$ cat src/rtl/hstl_rx_capture_if.sv
// Pad-side and consumer-side signal bundle for hstl_rx_capture.
// The master modport is the receiver; the slave modport is its environment.
interface hstl_rx_capture_if #(
    parameter int DATA_W = 8
);
    logic              I;
    logic              T;
    logic [DATA_W-1:0] DO;
    logic              DV;
    logic              DR;
    logic              BUSY;
    logic              FERR;
    logic              OVR;
    logic              PERR;

    modport master (input I, T, DR, output DO, DV, BUSY, FERR, OVR, PERR);
    modport slave  (output I, T, DR, input DO, DV, BUSY, FERR, OVR, PERR);
endinterface

$ cat src/rtl/hstl_rx_capture.sv
// Half-duplex single-wire frame receiver: pad synchroniser, turnaround blanking,
// LSB-first deserialiser and one-entry holding register. HSTL_RX_PARITY_EN adds an even-parity bit.
module hstl_rx_capture #(
    parameter int DATA_W       = 8,
    parameter int CLKS_PER_BIT = 16,
    parameter int TURN_CYC     = 4
) (
    input  logic              C,
    input  logic              CLR,
    hstl_rx_capture_if.master bus
);
    localparam int CNT_W = $clog2(CLKS_PER_BIT);
    localparam int IDX_W = (DATA_W > 1) ? $clog2(DATA_W) : 1;
    localparam int BLK_W = 8;

    localparam logic [CNT_W-1:0] CNT_HALF = CNT_W'(CLKS_PER_BIT / 2 - 1);
    localparam logic [CNT_W-1:0] CNT_FULL = CNT_W'(CLKS_PER_BIT - 1);
    localparam logic [IDX_W-1:0] IDX_LAST = IDX_W'(DATA_W - 1);

    localparam logic [2:0] ST_IDLE    = 3'd0;
    localparam logic [2:0] ST_START   = 3'd1;
    localparam logic [2:0] ST_DATA    = 3'd2;
    localparam logic [2:0] ST_STOP    = 3'd3;
    localparam logic [2:0] ST_WAIT_HI = 3'd4;
`ifdef HSTL_RX_PARITY_EN
    localparam logic [2:0] ST_PAR     = 3'd5;
`endif

    logic              s1_q, s1_d, s2_q, s2_d;
    logic [BLK_W-1:0]  blank_q, blank_d;
    logic [2:0]        state_q, state_d;
    logic [CNT_W-1:0]  cnt_q, cnt_d;
    logic [IDX_W-1:0]  idx_q, idx_d;
    logic [DATA_W-1:0] sh_q, sh_d;
    logic [DATA_W-1:0] do_q, do_d;
    logic              dv_q, dv_d;
    logic              ferr_q, ferr_d;
    logic              ovr_q, ovr_d;
    logic              en, expire, deliver;
`ifdef HSTL_RX_PARITY_EN
    logic              par_q, par_d;
    logic              perr_q, perr_d;
`endif

    always_comb begin
        s1_d = bus.I;
        s2_d = s1_q;

        // T is the local control, so it is used unsynchronised.
        blank_d = blank_q;
        if (!bus.T)
            blank_d = BLK_W'(TURN_CYC);
        else if (blank_q != '0)
            blank_d = blank_q - 1'b1;
        en     = bus.T && (blank_q == '0);
        expire = (cnt_q == '0);

        state_d = state_q;
        cnt_d   = cnt_q;
        idx_d   = idx_q;
        sh_d    = sh_q;
        deliver = 1'b0;
        ferr_d  = 1'b0;
`ifdef HSTL_RX_PARITY_EN
        par_d   = par_q;
        perr_d  = 1'b0;
`endif

        if (state_q != ST_IDLE && !en) begin
            // Local side took the line: drop the frame without any report.
            state_d = ST_IDLE;
        end else begin
            cnt_d = expire ? cnt_q : cnt_q - 1'b1;
            case (state_q)
                ST_IDLE: begin
                    if (!s2_q && en) begin
                        state_d = ST_START;
                        cnt_d   = CNT_HALF;
                    end
                end
                ST_START: begin
                    if (expire) begin
                        if (!s2_q) begin
                            state_d = ST_DATA;
                            cnt_d   = CNT_FULL;
                            idx_d   = '0;
                        end else begin
                            state_d = ST_IDLE;
                        end
                    end
                end
                ST_DATA: begin
                    if (expire) begin
                        sh_d  = (sh_q >> 1) | (DATA_W'(s2_q) << (DATA_W - 1));
                        cnt_d = CNT_FULL;
                        idx_d = idx_q + 1'b1;
                        if (idx_q == IDX_LAST) begin
`ifdef HSTL_RX_PARITY_EN
                            state_d = ST_PAR;
`else
                            state_d = ST_STOP;
`endif
                        end
                    end
                end
`ifdef HSTL_RX_PARITY_EN
                ST_PAR: begin
                    if (expire) begin
                        par_d   = s2_q;
                        cnt_d   = CNT_FULL;
                        state_d = ST_STOP;
                    end
                end
`endif
                ST_STOP: begin
                    if (expire) begin
                        if (s2_q) begin
                            state_d = ST_IDLE;
`ifdef HSTL_RX_PARITY_EN
                            if ((^sh_q) != par_q) perr_d = 1'b1;
                            else                  deliver = 1'b1;
`else
                            deliver = 1'b1;
`endif
                        end else begin
                            ferr_d  = 1'b1;
                            state_d = ST_WAIT_HI;
                        end
                    end
                end
                ST_WAIT_HI: begin
                    if (s2_q) state_d = ST_IDLE;
                end
                default: state_d = ST_IDLE;
            endcase
        end

        do_d  = do_q;
        dv_d  = dv_q;
        ovr_d = 1'b0;
        if (dv_q && bus.DR) dv_d = 1'b0;
        if (deliver) begin
            if (!dv_q || bus.DR) begin
                do_d = sh_q;
                dv_d = 1'b1;
            end else begin
                ovr_d = 1'b1;
            end
        end
    end

    always_ff @(posedge C or posedge CLR) begin
        if (CLR) begin
            s1_q    <= 1'b1;
            s2_q    <= 1'b1;
            blank_q <= '0;
            state_q <= ST_IDLE;
            cnt_q   <= '0;
            idx_q   <= '0;
            sh_q    <= '0;
            do_q    <= '0;
            dv_q    <= 1'b0;
            ferr_q  <= 1'b0;
            ovr_q   <= 1'b0;
`ifdef HSTL_RX_PARITY_EN
            par_q   <= 1'b0;
            perr_q  <= 1'b0;
`endif
        end else begin
            s1_q    <= s1_d;
            s2_q    <= s2_d;
            blank_q <= blank_d;
            state_q <= state_d;
            cnt_q   <= cnt_d;
            idx_q   <= idx_d;
            sh_q    <= sh_d;
            do_q    <= do_d;
            dv_q    <= dv_d;
            ferr_q  <= ferr_d;
            ovr_q   <= ovr_d;
`ifdef HSTL_RX_PARITY_EN
            par_q   <= par_d;
            perr_q  <= perr_d;
`endif
        end
    end

    assign bus.DO   = do_q;
    assign bus.DV   = dv_q;
    assign bus.BUSY = (state_q != ST_IDLE);
    assign bus.FERR = ferr_q;
    assign bus.OVR  = ovr_q;
`ifdef HSTL_RX_PARITY_EN
    assign bus.PERR = perr_q;
`else
    assign bus.PERR = 1'b0;
`endif
endmodule
$ cat src/flat_wrapper.sv
// flat-port wrapper written by rule: the top's interface ports become plain ports
module hstl_rx_capture_flat 
#(
    parameter int DATA_W       = 8,
    parameter int CLKS_PER_BIT = 16,
    parameter int TURN_CYC     = 4
)
  (C, CLR, bus_I, bus_T, bus_DR, bus_DO, bus_DV, bus_BUSY, bus_FERR, bus_OVR, bus_PERR);
  hstl_rx_capture_if #(.DATA_W(DATA_W)) bus_i ();
  input  logic C;
  input  logic CLR;
  input wire logic [$bits(bus_i.I)-1:0] bus_I;
  input wire logic [$bits(bus_i.T)-1:0] bus_T;
  input wire logic [$bits(bus_i.DR)-1:0] bus_DR;
  output wire logic [$bits(bus_i.DO)-1:0] bus_DO;
  output wire logic [$bits(bus_i.DV)-1:0] bus_DV;
  output wire logic [$bits(bus_i.BUSY)-1:0] bus_BUSY;
  output wire logic [$bits(bus_i.FERR)-1:0] bus_FERR;
  output wire logic [$bits(bus_i.OVR)-1:0] bus_OVR;
  output wire logic [$bits(bus_i.PERR)-1:0] bus_PERR;
  assign bus_i.I = bus_I;
  assign bus_i.T = bus_T;
  assign bus_i.DR = bus_DR;
  assign bus_DO = bus_i.DO;
  assign bus_DV = bus_i.DV;
  assign bus_BUSY = bus_i.BUSY;
  assign bus_FERR = bus_i.FERR;
  assign bus_OVR = bus_i.OVR;
  assign bus_PERR = bus_i.PERR;
  hstl_rx_capture #(.DATA_W(DATA_W), .CLKS_PER_BIT(CLKS_PER_BIT), .TURN_CYC(TURN_CYC)) u_core (.C(C), .CLR(CLR), .bus(bus_i));
endmodule
$ cat config.mk
export PLATFORM = sky130hd
export DESIGN_NAME = hstl_rx_capture_flat
export DESIGN_NICKNAME = d
export VERILOG_FILES = /design/src/rtl/hstl_rx_capture_if.sv /design/src/rtl/hstl_rx_capture.sv /design/src/flat_wrapper.sv
export SDC_FILE = /design/constraint.sdc
export NUM_CORES = 1
export LEC_CHECK = 0
export ABC_AREA = 1
export CORE_ASPECT_RATIO = 1.4
export CORE_MARGIN = 5
export CORE_UTILIZATION = 30
export CTS_CLUSTER_DIAMETER = 100
export DETAILED_ROUTE_END_ITERATION = 10
export SETUP_SLACK_MARGIN = 0.15
export SLEW_MARGIN = 10
export SYNTH_ARGS = -nofsm -noshare
export SYNTH_HDL_FRONTEND = slang
export SYNTH_SLANG_ARGS = --single-unit
$ cat constraint.sdc
create_clock -name C -period 3.9 [get_ports C]
set_clock_uncertainty 0.2 [all_clocks]
set_input_delay 0.78 -clock C [delete_from_list [all_inputs] [get_ports C]]
set_output_delay 0.78 -clock C [all_outputs]
set_load 0.05 [all_outputs]
==> qor.csv, run 1 <==
stage,metric,value,unit
power,power.total,1.60,mW
cts,cts_buffers,5,
logic_synthesis,yosysSeqAreaShare,0.453,
critical_path,r2r_cells,8,
route,first_pass_iters,4,
route,viasPerCell,4.40,
logic_synthesis,avgSynthCellArea,8.09,um2
placement,dp_hpwl,3060,um
logic_synthesis,synth_edf_count,0,
timing,final.period_utilization,0.731,
cells_and_area,area.growth.synth_to_final,16.2,%
timing,finalSetupTns,0,ns
route,ant_nets,0,
placement,placedInstanceArea,2410,um2
cells_and_area,fillers,721,
cells_and_area,fin_cells,382,
critical_path,crit_start,u_core.state_q[0],
floorplanning,dieWidth,81.7,um
grt,grt_pass1_vias,1676,
placement,gp_congestion,0.877,
logic_synthesis,synthArstFlopShare,1.00,
cts,clkSinkCount,39,
critical_path,rr_startpoint,u_core.cnt_q[0],
floorplanning,initial_core_util,0.309,
timing,finalCriticalPeriod,2.85,ns
logic_synthesis,ys_types,33,
power,power.density,639,nW/um2
min_path,min-delay-start,u_core.s1_q,
logic_synthesis,synthFlopType,dfrtp_1,
floorplanning,fp.dieArea,9020,um2
flow_run,cap_viol_max_count,0,
cts,clkLatencyLatePin,0.30,ns
floorplanning,dieHeight,110,um
cells_and_area,antenna_cells,0,
cells_and_area,final_common_cell,nand2_1,
logic_synthesis,ys_warn_count,0,
critical_path,cp.arrival,1.87,ns
grt,grt.total_usage,0.111,
critical_path,required,2.92,ns
power,irDropWorstVdd,0.160,mV
critical_path,criticalPathCategory,register to output port,
cts,clockBufferDepth,2,
timing,finalSetupViolCount,0,
floorplanning,placeableCoreArea,6980,um2
logic_synthesis,syn-num-nets,278,
grt,antenna_found_initial,0,
timing,hold_viol,0,
route,avgRoutedWirePerCell,10.9,um
timing,fmax,351,MHz
route,totalWireLength,4150,um
logic_synthesis,syn_area,2160,um2
status,outcome,"finished, final reports clean",
logic_synthesis,yosys_register_bits,39,
logic_synthesis,syn-instance-count,267,
cts,cts_tree,yes,
cts,clockRootBuffer,clkbuf_8,
floorplanning,rows,36,
timing,max-slew-margin-rel,0.667,
timing,grt_setup_unrepaired,no,
cts,htree_levels,2,
critical_path,rrSetupSlack,1.70,ns
critical_path,crit_fanout,5,
route,vias,1681,
cells_and_area,final_cell_mix,"nand2_1 (71), dfrtp_1 (37), inv_1 (31)",
critical_path,end_kind,output port,
placement,place_inst,374,
floorplanning,io-pin-count,18,
route,drtIter0Drc,63,
critical_path,r2r-end,u_core.cnt_q[0],
critical_path,endpoint,bus_BUSY,
min_path,hp-class,register to register,
cells_and_area,nets,297,
power,p_leak,1.20,nW
grt,grt_max_degree,40,
cts,cts_resized,0,
critical_path,startpoint_type,register,
grt,grt_pass1_wl,7570,um
cts,clk_pin_slew,0.08,ns
cells_and_area,fin_util,0.359,
cells_and_area,drive_gt1_frac,0.160,
timing,slew_viol_final,0,
cells_and_area,final_area,2510,um2
placement,portBuffers,16,
timing,max_slew.worst_pin.slew,0.498,ns
cts,ctsHoldBuffers,0,
route,drc,0,
cts,cts_setup_buffers,0,
grt,grt.overflow.total,0,
==> metrics by stage <==
step / hold WS [ns] / worst slack (ns)
5_1_grt: 0.166 / 0.962
3_5_place_dp: 0.147 / 1.20
6_report: 0.159 / 1.05
2_1_floorplan: 0.145 / 1.98
4_1_cts: 0.159 / 1.03
3_3_place_gp: 0.146 / 1.24
==> synthesized netlist by cell type (2+ instances only) <==
library cell / count / area share
a21oi_1: 8 / 0.019
buf_2: 2 / 0.0046
buf_6: 2 / 0.010
dfrtp_1: 37 / 0.43
dfstp_2: 2 / 0.024
ha_1: 6 / 0.035
inv_1: 31 / 0.054
inv_2: 6 / 0.010
nand2_1: 71 / 0.12
nand2_2: 8 / 0.023
nand2_4: 2 / 0.010
nand3_1: 13 / 0.030
nor2_1: 23 / 0.040
nor2_2: 3 / 0.0087
nor2_4: 3 / 0.016
nor2_8: 2 / 0.019
nor3_1: 5 / 0.012
o21ai_0: 6 / 0.014
o21ai_1: 15 / 0.035
o21ai_2: 8 / 0.032
o31ai_1: 2 / 0.0070
==> state kept, by name, summed over array words and instances, names as in the netlist <==
signal / cells
u_core.cnt_q: 4
u_core.blank_q: 8
u_core.s2_q: 1
u_core.sh_q: 8
u_core.idx_q: 3
u_core.state_q: 3
u_core.s1_q: 1
u_core.bus.DO: 8
u_core.bus.OVR: 1
u_core.bus.FERR: 1
u_core.bus.DV: 1
==> logic make-up (layout without fill, tap and decap cells) <==
| kind of cell | after synthesis | in the layout | share of synthesized area |
|---|---|---|---|
| simple gates | 136 | 136 | 0.309 |
| buf+inv | 43 | 63 | 0.0846 |
| fa+ha+maj | 6 | 6 | 0.0348 |
| flops | 39 | 39 | 0.453 |
| compound gates | 41 | 41 | 0.112 |
| xor+xnor | 1 | 1 | 0.00406 |
| other cells | 1 | 1 | 0.00174 |
==> cell type report <==
class / count / area [um2] / share of cell area
inverter: 38 / 143 / 0.0568
clock inverter: 1 / 7.51 / 0.00299
sequential: 39 / 978 / 0.390
tap: 95 / 119 / 0.0474
multi-input combinational: 185 / 998 / 0.398
timing repair buffer: 17 / 168 / 0.0668
clock buffer: 7 / 96.3 / 0.0384
==> how the worst min path moves through the flow <==
stage	endpoint	slack, ns	cells after the start
4_1_cts	u_core.s2_q	0.16	0
3_3_place_gp	u_core.s2_q	0.15	0
6_report	u_core.s2_q	0.16	0
3_5_place_dp	u_core.s2_q	0.15	0
2_1_floorplan	u_core.s2_q	0.15	0
5_1_grt	u_core.s2_q	0.17	0
==> metal layers <==
layer  vias up  GRT usage  share of wire  routed length, um
li1        879          -              -                  -
met5         -          0              0                  0
met2        24      0.189           0.50               2090
met1       769      0.126           0.43               1780
met3         9     0.0301          0.040                168
met4         0     0.0558          0.028                116
==> critical path: stages (launching register included) <==
cell             delay (ns)
dfrtp_1                0.42
inv_2                  0.09
nand2_4                0.12
nor2_4                 0.06
inv_2                  0.09
clkdlybuf4s50_1        0.80
==> where the power goes <==
| group | leakage, nW | internal [mW] | switching, mW |
|---|---|---|---|
| combinational | 0.626 | 0.256 | 0.505 |
| clock | 0.0505 | 0.161 | 0.150 |
| sequential | 0.521 | 0.473 | 0.0596 |
(Power assumes the default switching activity.)
==> run 2, diff against run 1 <==
==> constraint.sdc (replaced) <==
create_clock -name C -period 2.7 [get_ports C]
set_clock_uncertainty 0.2 [all_clocks]
set_input_delay 0.54 -clock C [delete_from_list [all_inputs] [get_ports C]]
set_output_delay 0.54 -clock C [all_outputs]
set_load 0.05 [all_outputs]
==> run 2 against run 1 <==
Register-to-register slack worse by 1.2 ns. Worst hold slack worse by 0.0014 ns. Sequential power rose by 45%. Global-route usage decreased by 0.15 points. Worst setup slack got worse by 0.72 ns. Cell area rose by 0.60%. Core utilization increased by 0.22 points. Sequential share of layout area decreased by 0.23 points. Non-clock buffer count grew 1. Wire length grew 1.7%. Critical endpoint unchanged. Largest power group unchanged.
==> qor.csv, run 2 (same netlist as run 1, synthesis figures left out) <==
stage,metric,value,unit,change
status,outcome,"finished, final reports clean",,unchanged
critical_path,cp_cell_sequence,inv_2 > nand2_4 > nor2_4 > inv_2 > dlygate4sd2_1,,was inv_2 > nand2_4 > nor2_4 > inv_2 > clkdlybuf4s50_1
min_path,hp-class,register to register,,unchanged
timing,fmax,421,MHz,
critical_path,rr_startpoint,u_core.cnt_q[0],,unchanged
route,vias,1721,,was 1681
cells_and_area,drive_gt1_frac,0.163,,was 0.160
cells_and_area,nets,298,,was 297
critical_path,critPathTopFamily,buffers and inverters,,unchanged
floorplanning,placeableCoreArea,6980,um2,unchanged
floorplanning,io-pin-count,18,,unchanged
timing,hold_viol,0,,unchanged
timing,max_slew.worst_pin.slew,0.509,ns,was 0.498 ns
grt,grt_max_degree,40,,unchanged
grt,grt_pass1_vias,1683,,was 1676
placement,gp_congestion,0.912,,was 0.877
placement,dp_hpwl,3180,um,was 3060 um
grt,antenna_found_initial,0,,unchanged
cells_and_area,fillers,717,,was 721
critical_path,criticalPathCategory,register to output port,,unchanged
critical_path,critPathMaxStageDelay,0.54,ns,was 0.80 ns
route,totalWireLength,4220,um,was 4150 um
cells_and_area,fin_cells,383,,was 382
timing,fin_ws,0.325,ns,was 1.05 ns
cells_and_area,final_common_cell,nand2_1,,unchanged
cells_and_area,final_cell_mix,"nand2_1 (71), dfrtp_1 (37), inv_1 (31)",,unchanged
floorplanning,initial_core_util,0.309,,unchanged
cells_and_area,antenna_cells,0,,unchanged
timing,grt_setup_unrepaired,no,,unchanged
route,viasPerCell,4.49,,was 4.40
critical_path,r2r-end,u_core.cnt_q[0],,unchanged
critical_path,r2r_cells,8,,unchanged
cts,clockBufferDepth,2,,unchanged
critical_path,cp_common_cell,inv_2,,unchanged
floorplanning,fp.dieArea,9020,um2,unchanged
critical_path,endpoint,bus_BUSY,,unchanged
cts,htree_levels,2,,unchanged
floorplanning,dieHeight,110,um,unchanged
cts,cts_tree,yes,,unchanged
placement,portBuffers,16,,unchanged
floorplanning,dieWidth,81.7,um,unchanged
critical_path,cp.depth,5,,unchanged
cts,clkSinkCount,39,,unchanged
timing,finalSetupViolCount,0,,unchanged
power,irDropWorstVdd,0.246,mV,was 0.160 mV
timing,slew_viol_final,0,,unchanged
grt,grt_pass1_wl,7520,um,was 7570 um
cells_and_area,area.growth.synth_to_final,16.9,%,was 16.2%
route,drtIter0Drc,56,,was 63
critical_path,cp.arrival,1.64,ns,was 1.87 ns
cts,cts_buffers,5,,unchanged
timing,finalSetupTns,0,ns,unchanged
critical_path,rrSetupSlack,0.50,ns,was 1.70 ns
power,p_leak,1.21,nW,was 1.20 nW
critical_path,crit_path_top_delay_cell,dlygate4sd2_1,,was clkdlybuf4s50_1
critical_path,crit_fanout,5,,unchanged
critical_path,startpoint_type,register,,unchanged
floorplanning,rows,36,,unchanged
critical_path,crit_start,u_core.state_q[0],,unchanged
cts,clk_pin_slew,0.08,ns,about the same
route,ant_nets,0,,unchanged
route,avgRoutedWirePerCell,11.0,um,was 10.9 um
timing,final.period_utilization,0.880,,
grt,grt.overflow.total,0,,unchanged
critical_path,required,1.96,ns,was 2.92 ns
cells_and_area,final-seq-area,978,um2,unchanged
cts,clockRootBuffer,clkbuf_8,,unchanged
route,first_pass_iters,4,,unchanged
placement,place_inst,375,,was 374
placement,place_ws,0.241,ns,was 1.20 ns
timing,finalCriticalPeriod,2.38,ns,
cts,cts_setup_buffers,0,,unchanged
power,power.total,2.38,mW,was 1.60 mW
cts,clkLatencyLatePin,0.29,ns,was 0.30 ns
grt,grt.total_usage,0.109,,was 0.111
power,power.density,941,nW/um2,was 639 nW/um2
cells_and_area,multi_input_area,998,um2,unchanged
timing,max-slew-margin-rel,0.661,,was 0.667
critical_path,end_kind,output port,,unchanged
critical_path,crit_buf_inv,3,,unchanged
route,drc,0,,unchanged
flow_run,cap_viol_max_count,0,,unchanged
-- run 2: changes by cell type in the layout (fill, tap and decap cells not counted) --
| cell | previous run | this run |
|---|---|---|
| clkinv_2 | 0 | 1 |
| dlygate4sd2_1 | 0 | 1 |
| clkdlybuf4s50_1 | 16 | 15 |
| clkbuf_8 | 7 | 5 |
| buf_4 | 1 | 2 |
| clkinv_4 | 0 | 1 |
| clkinvlp_4 | 1 | 0 |
| bufinv_16 | 0 | 1 |
-- run 2: worst min-delay path by stage --
stage,start,end,slack [ns],cells past startpoint
global route,u_core.s1_q,u_core.s2_q,0.16,0
floorplan,u_core.s1_q,u_core.s2_q,0.15,0
CTS,u_core.s1_q,u_core.s2_q,0.16,0
finish,u_core.s1_q,u_core.s2_q,0.16,0
detailed placement,u_core.s1_q,u_core.s2_q,0.15,0
global placement,u_core.s1_q,u_core.s2_q,0.15,0
-- run 2: per-layer routing --
metal / vias up / GRT usage / part of all wire
li1: 883 / - / -
met1: 791 / 0.127 / 0.43
met2: 35 / 0.183 / 0.49
met3: 12 / 0.0268 / 0.041
met4: 0 / 0.0606 / 0.040
met5: - / 0 / 0
-- run 2: what timing repair did --
| action | CTS | global route |
|---|---|---|
| resized for setup | 1 | 0 |
| hold endpoints to repair | 0 | 0 |
| endpoints found under the setup margin | 1 | 0 |
| hold buffers | 0 | 0 |
-- run 2: through the flow --
stage	hold WS, ns	util	cell area [um2]
2_1_floorplan	0.145	-	2160
3_3_place_gp	0.146	0.346	2410
3_5_place_dp	0.147	0.346	2410
4_1_cts	0.159	0.362	2520
5_1_grt	0.161	0.362	2520
6_report	0.158	0.362	2520
-- run 2: final cells by class --
class,count,area share
Clock buffer,5,0.0273
Clock inverter,3,0.0173
Inverter,38,0.0565
Multi-Input combinational cell,185,0.395
Sequential cell,39,0.388
Tap cell,95,0.0471
Timing Repair Buffer,18,0.0689
-- run 2: power breakdown --
| group | internal (mW) | switching (mW) |
|---|---|---|
| Clock | 0.275 | 0.217 |
| Sequential | 0.683 | 0.0883 |
| Combinational | 0.368 | 0.745 |
| Total | 1.33 | 1.05 |
==> run 3, diff against run 2 <==
--- a/config.mk
+++ b/config.mk
@@ -5,13 +5,13 @@
 export SDC_FILE = /design/constraint.sdc
 export NUM_CORES = 1
 export LEC_CHECK = 0
-export ABC_AREA = 1
 export CORE_ASPECT_RATIO = 1.4
 export CORE_MARGIN = 5
 export CORE_UTILIZATION = 30
 export CTS_CLUSTER_DIAMETER = 100
 export DETAILED_ROUTE_END_ITERATION = 10
 export SETUP_SLACK_MARGIN = 0.15
+export SKIP_CTS_REPAIR_TIMING = 1
 export SLEW_MARGIN = 10
 export SYNTH_ARGS = -nofsm -noshare
 export SYNTH_HDL_FRONTEND = slang
==> run 3 against run 2 <==
Register-to-register slack got worse by 0.15 ns. Cell count decreased by 22%. Die area decreased by 4.2%. Fmax increased by 1.1%. Power decreased by 23%. Core utilization increased by 0.81 points. Wire length decreased by 8.9%. Global-route usage decreased by 0.97 points. Critical path depth increased by 3. Combinational power decreased by 47%. Cell area decreased by 2.5%. Critical path type is now register to register. Highest routed layer unchanged.
==> qor.csv, run 3 <==
stage,metric,value,unit,change
status,outcome,"finished, final reports clean",,unchanged
grt,grt_pass1_vias,1522,,was 1683
cts,clkSinkCount,39,,unchanged
logic_synthesis,synth_edf_count,0,,unchanged
floorplanning,placeableCoreArea,6660,um2,was 6980 um2
min_path,hp-class,register to register,,unchanged
timing,max-slew-margin-rel,0.629,,was 0.661
critical_path,crit_fanout,8,,was 5
grt,grt_pass1_wl,6810,um,was 7520 um
power,p_leak,1.15,nW,was 1.21 nW
route,viasPerCell,4.70,,was 4.49
route,totalWireLength,3850,um,was 4220 um
route,drtIter0Drc,48,,was 56
flow_run,cap_viol_max_count,0,,unchanged
placement,portBuffers,16,,unchanged
cells_and_area,final_cell_mix,"dfrtp_1 (37), clkdlybuf4s50_1 (15), nand2_1 (13)",,"was nand2_1 (71), dfrtp_1 (37), inv_1 (31)"
route,wl_met3,69,um,was 174 um
power,irDropWorstVdd,0.539,mV,was 0.246 mV
route,first_pass_iters,4,,unchanged
critical_path,required,2.68,ns,was 1.96 ns
critical_path,crit_path_top_delay_cell,dfrtp_1,,was dlygate4sd2_1
route,avgRoutedWirePerCell,12.8,um,was 11.0 um
timing,finalSetupTns,0,ns,unchanged
placement,place_inst,292,,was 375
logic_synthesis,syn-num-nets,194,,was 278
logic_synthesis,avgSynthCellArea,11.2,um2,was 8.09 um2
floorplanning,rows,35,,was 36
cells_and_area,antenna_cells,0,,unchanged
logic_synthesis,synthTopCellsByArea,"dfrtp_1 (45%), mux2_4 (5.8%), mux2_1 (3.8%), ha_1 (3.6%), dfstp_2 (2.6%)",,"was dfrtp_1 (43%), nand2_1 (12%), inv_1 (5.4%), nor2_1 (4.0%), ha_1 (3.5%)"
timing,fin_ws,0.350,ns,was 0.325 ns
critical_path,cp_cell_sequence,inv_1 > ha_1 > nor3b_4 > inv_2 > nor2_4 > and3_4 > nand4_4 > mux2_4,,was inv_2 > nand2_4 > nor2_4 > inv_2 > dlygate4sd2_1
cts,clkLatencyLatePin,0.29,ns,about the same
route,vias,1410,,was 1721
cells_and_area,nets,218,,was 298
critical_path,crit_start,u_core.cnt_q[0],,was u_core.state_q[0]
timing,hold_viol,0,,unchanged
cts,clockBufferDepth,2,,unchanged
logic_synthesis,syn-instance-count,183,,was 267
critical_path,critPathMaxStageDelay,0.43,ns,was 0.54 ns
floorplanning,dieWidth,80.0,um,was 81.7 um
grt,grt.overflow.total,0,,unchanged
logic_synthesis,ys_types,54,,was 33
critical_path,endpoint,u_core.bus.DO[3],,was bus_BUSY
cells_and_area,area.growth.synth_to_final,19.6,%,was 16.9%
timing,grt_setup_unrepaired,no,,unchanged
cells_and_area,drive_gt1_frac,0.202,,was 0.163
critical_path,startpoint_type,register,,unchanged
logic_synthesis,ys_warn_count,0,,unchanged
critical_path,r2r_cells,8,,unchanged
power,power.density,742,nW/um2,was 941 nW/um2
cts,clockRootBuffer,clkbuf_8,,unchanged
critical_path,criticalPathCategory,register to register,,was register to output port
floorplanning,dieHeight,108,um,was 110 um
floorplanning,fp.dieArea,8640,um2,was 9020 um2
critical_path,rr_startpoint,u_core.cnt_q[0],,unchanged
grt,grt_max_degree,40,,unchanged
logic_synthesis,synth_common_cells,"dfrtp_1 (37), nand2_1 (13), o21ai_0 (10), a21oi_1 (9)",,"was nand2_1 (71), dfrtp_1 (37), inv_1 (31), nor2_1 (23), o21ai_1 (15)"
placement,dp_hpwl,2740,um,was 3180 um
critical_path,r2r-end,u_core.bus.DO[3],,was u_core.cnt_q[0]
critical_path,critPathTopFamily,simple AND/OR/NAND/NOR gates,,was buffers and inverters
route,drc,0,,unchanged
logic_synthesis,yosys.area.top_type,dfrtp_1,,unchanged
logic_synthesis,synth_top_area_frac,0.450,,was 0.429
cells_and_area,final_common_cell,dfrtp_1,,was nand2_1
route,highest_layer,met4,,unchanged
cts,htree_levels,2,,unchanged
timing,fmax,426,MHz,was 421 MHz
placement,place_ws,0.215,ns,was 0.241 ns
floorplanning,initial_core_util,0.309,,about the same
critical_path,end_kind,register,,was output port
cells_and_area,fin_util,0.370,,was 0.362
critical_path,crit_buf_inv,2,,was 3
logic_synthesis,synthFlopType,dfrtp_1,,unchanged
cells_and_area,fin_cells,300,,was 383
placement,gp_congestion,0.790,,was 0.912
route,ant_nets,0,,unchanged
grt,antenna_found_initial,0,,unchanged
timing,slew_viol_final,0,,unchanged
cts,cts_tree,yes,,unchanged
logic_synthesis,yosys_register_bits,39,,unchanged
cts,clk_pin_slew,0.08,ns,about the same
logic_synthesis,syn_area,2060,um2,was 2160 um2
floorplanning,io-pin-count,18,,unchanged
logic_synthesis,synthArstFlopShare,1.00,,unchanged
logic_synthesis,yosysSeqAreaShare,0.475,,was 0.453
timing,max_slew.worst_pin.slew,0.553,ns,was 0.509 ns
timing,final.period_utilization,0.870,,was 0.880
timing,holdWs,0.154,ns,was 0.158 ns
logic_synthesis,yosysMostFrequentCell,dfrtp_1,,was nand2_1
critical_path,rrSetupSlack,0.35,ns,was 0.50 ns
route,wl_met1,1760,um,was 1810 um
timing,finalCriticalPeriod,2.35,ns,was 2.38 ns
route,dr_wl_met2,1880,um,was 2070 um
critical_path,cp.arrival,2.33,ns,was 1.64 ns
cts,cts_buffers,5,,unchanged
timing,finalSetupViolCount,0,,unchanged
critical_path,cp.depth,8,,was 5
grt,grt.total_usage,0.0997,,was 0.109
run 3: worst min-delay path by stage:
| stage | to | depth (start not counted) | start | slack (ns) |
|---|---|---|---|---|
| floorplan | u_core.s2_q | 0 | u_core.s1_q | 0.15 |
| global placement | u_core.s2_q | 0 | u_core.s1_q | 0.15 |
| detailed placement | u_core.s2_q | 0 | u_core.s1_q | 0.15 |
| CTS | u_core.s2_q | 0 | u_core.s1_q | 0.16 |
| global route | u_core.s2_q | 0 | u_core.s1_q | 0.16 |
| finish | u_core.s2_q | 0 | u_core.s1_q | 0.15 |
run 3: through the flow:
stage / instance area (um2) / power [mW]
finish: 2460 / 1.83
global route: 2460 / 1.96
global placement: 2350 / 1.35
detailed placement: 2350 / 1.35
CTS: 2460 / 1.85
floorplan: 2060 / 1.22
run 3: cell families after synthesis:
logic type      share of synthesized area
fa+ha+maj                          0.0365
compound gates                      0.117
mux                                 0.112
simple gates                        0.193
flops                               0.475
xor+xnor                           0.0255
other cells                       0.00182
buf+inv                            0.0389
run 3: cell type report:
type	count	area, um2
timing repair buffer	25	225
multi-input combinational	128	1000
clock buffer	5	68.8
sequential	39	978
clock inverter	3	43.8
fill	686	4200
inverter	8	30.0
tap	92	115
run 3: layer usage:
layer  up-vias  track usage
li1        697            -
met1       686        0.114
met2        19        0.171
met3         8       0.0125
met4         0       0.0664
met5         -            0
run 3: power by group:
group | switching, mW | leakage, nW | total, mW | internal [mW]
registers | 0.0905 | 0.519 | 0.752 | 0.661
logic | 0.307 | 0.572 | 0.589 | 0.282
clock network | 0.210 | 0.0581 | 0.485 | 0.275
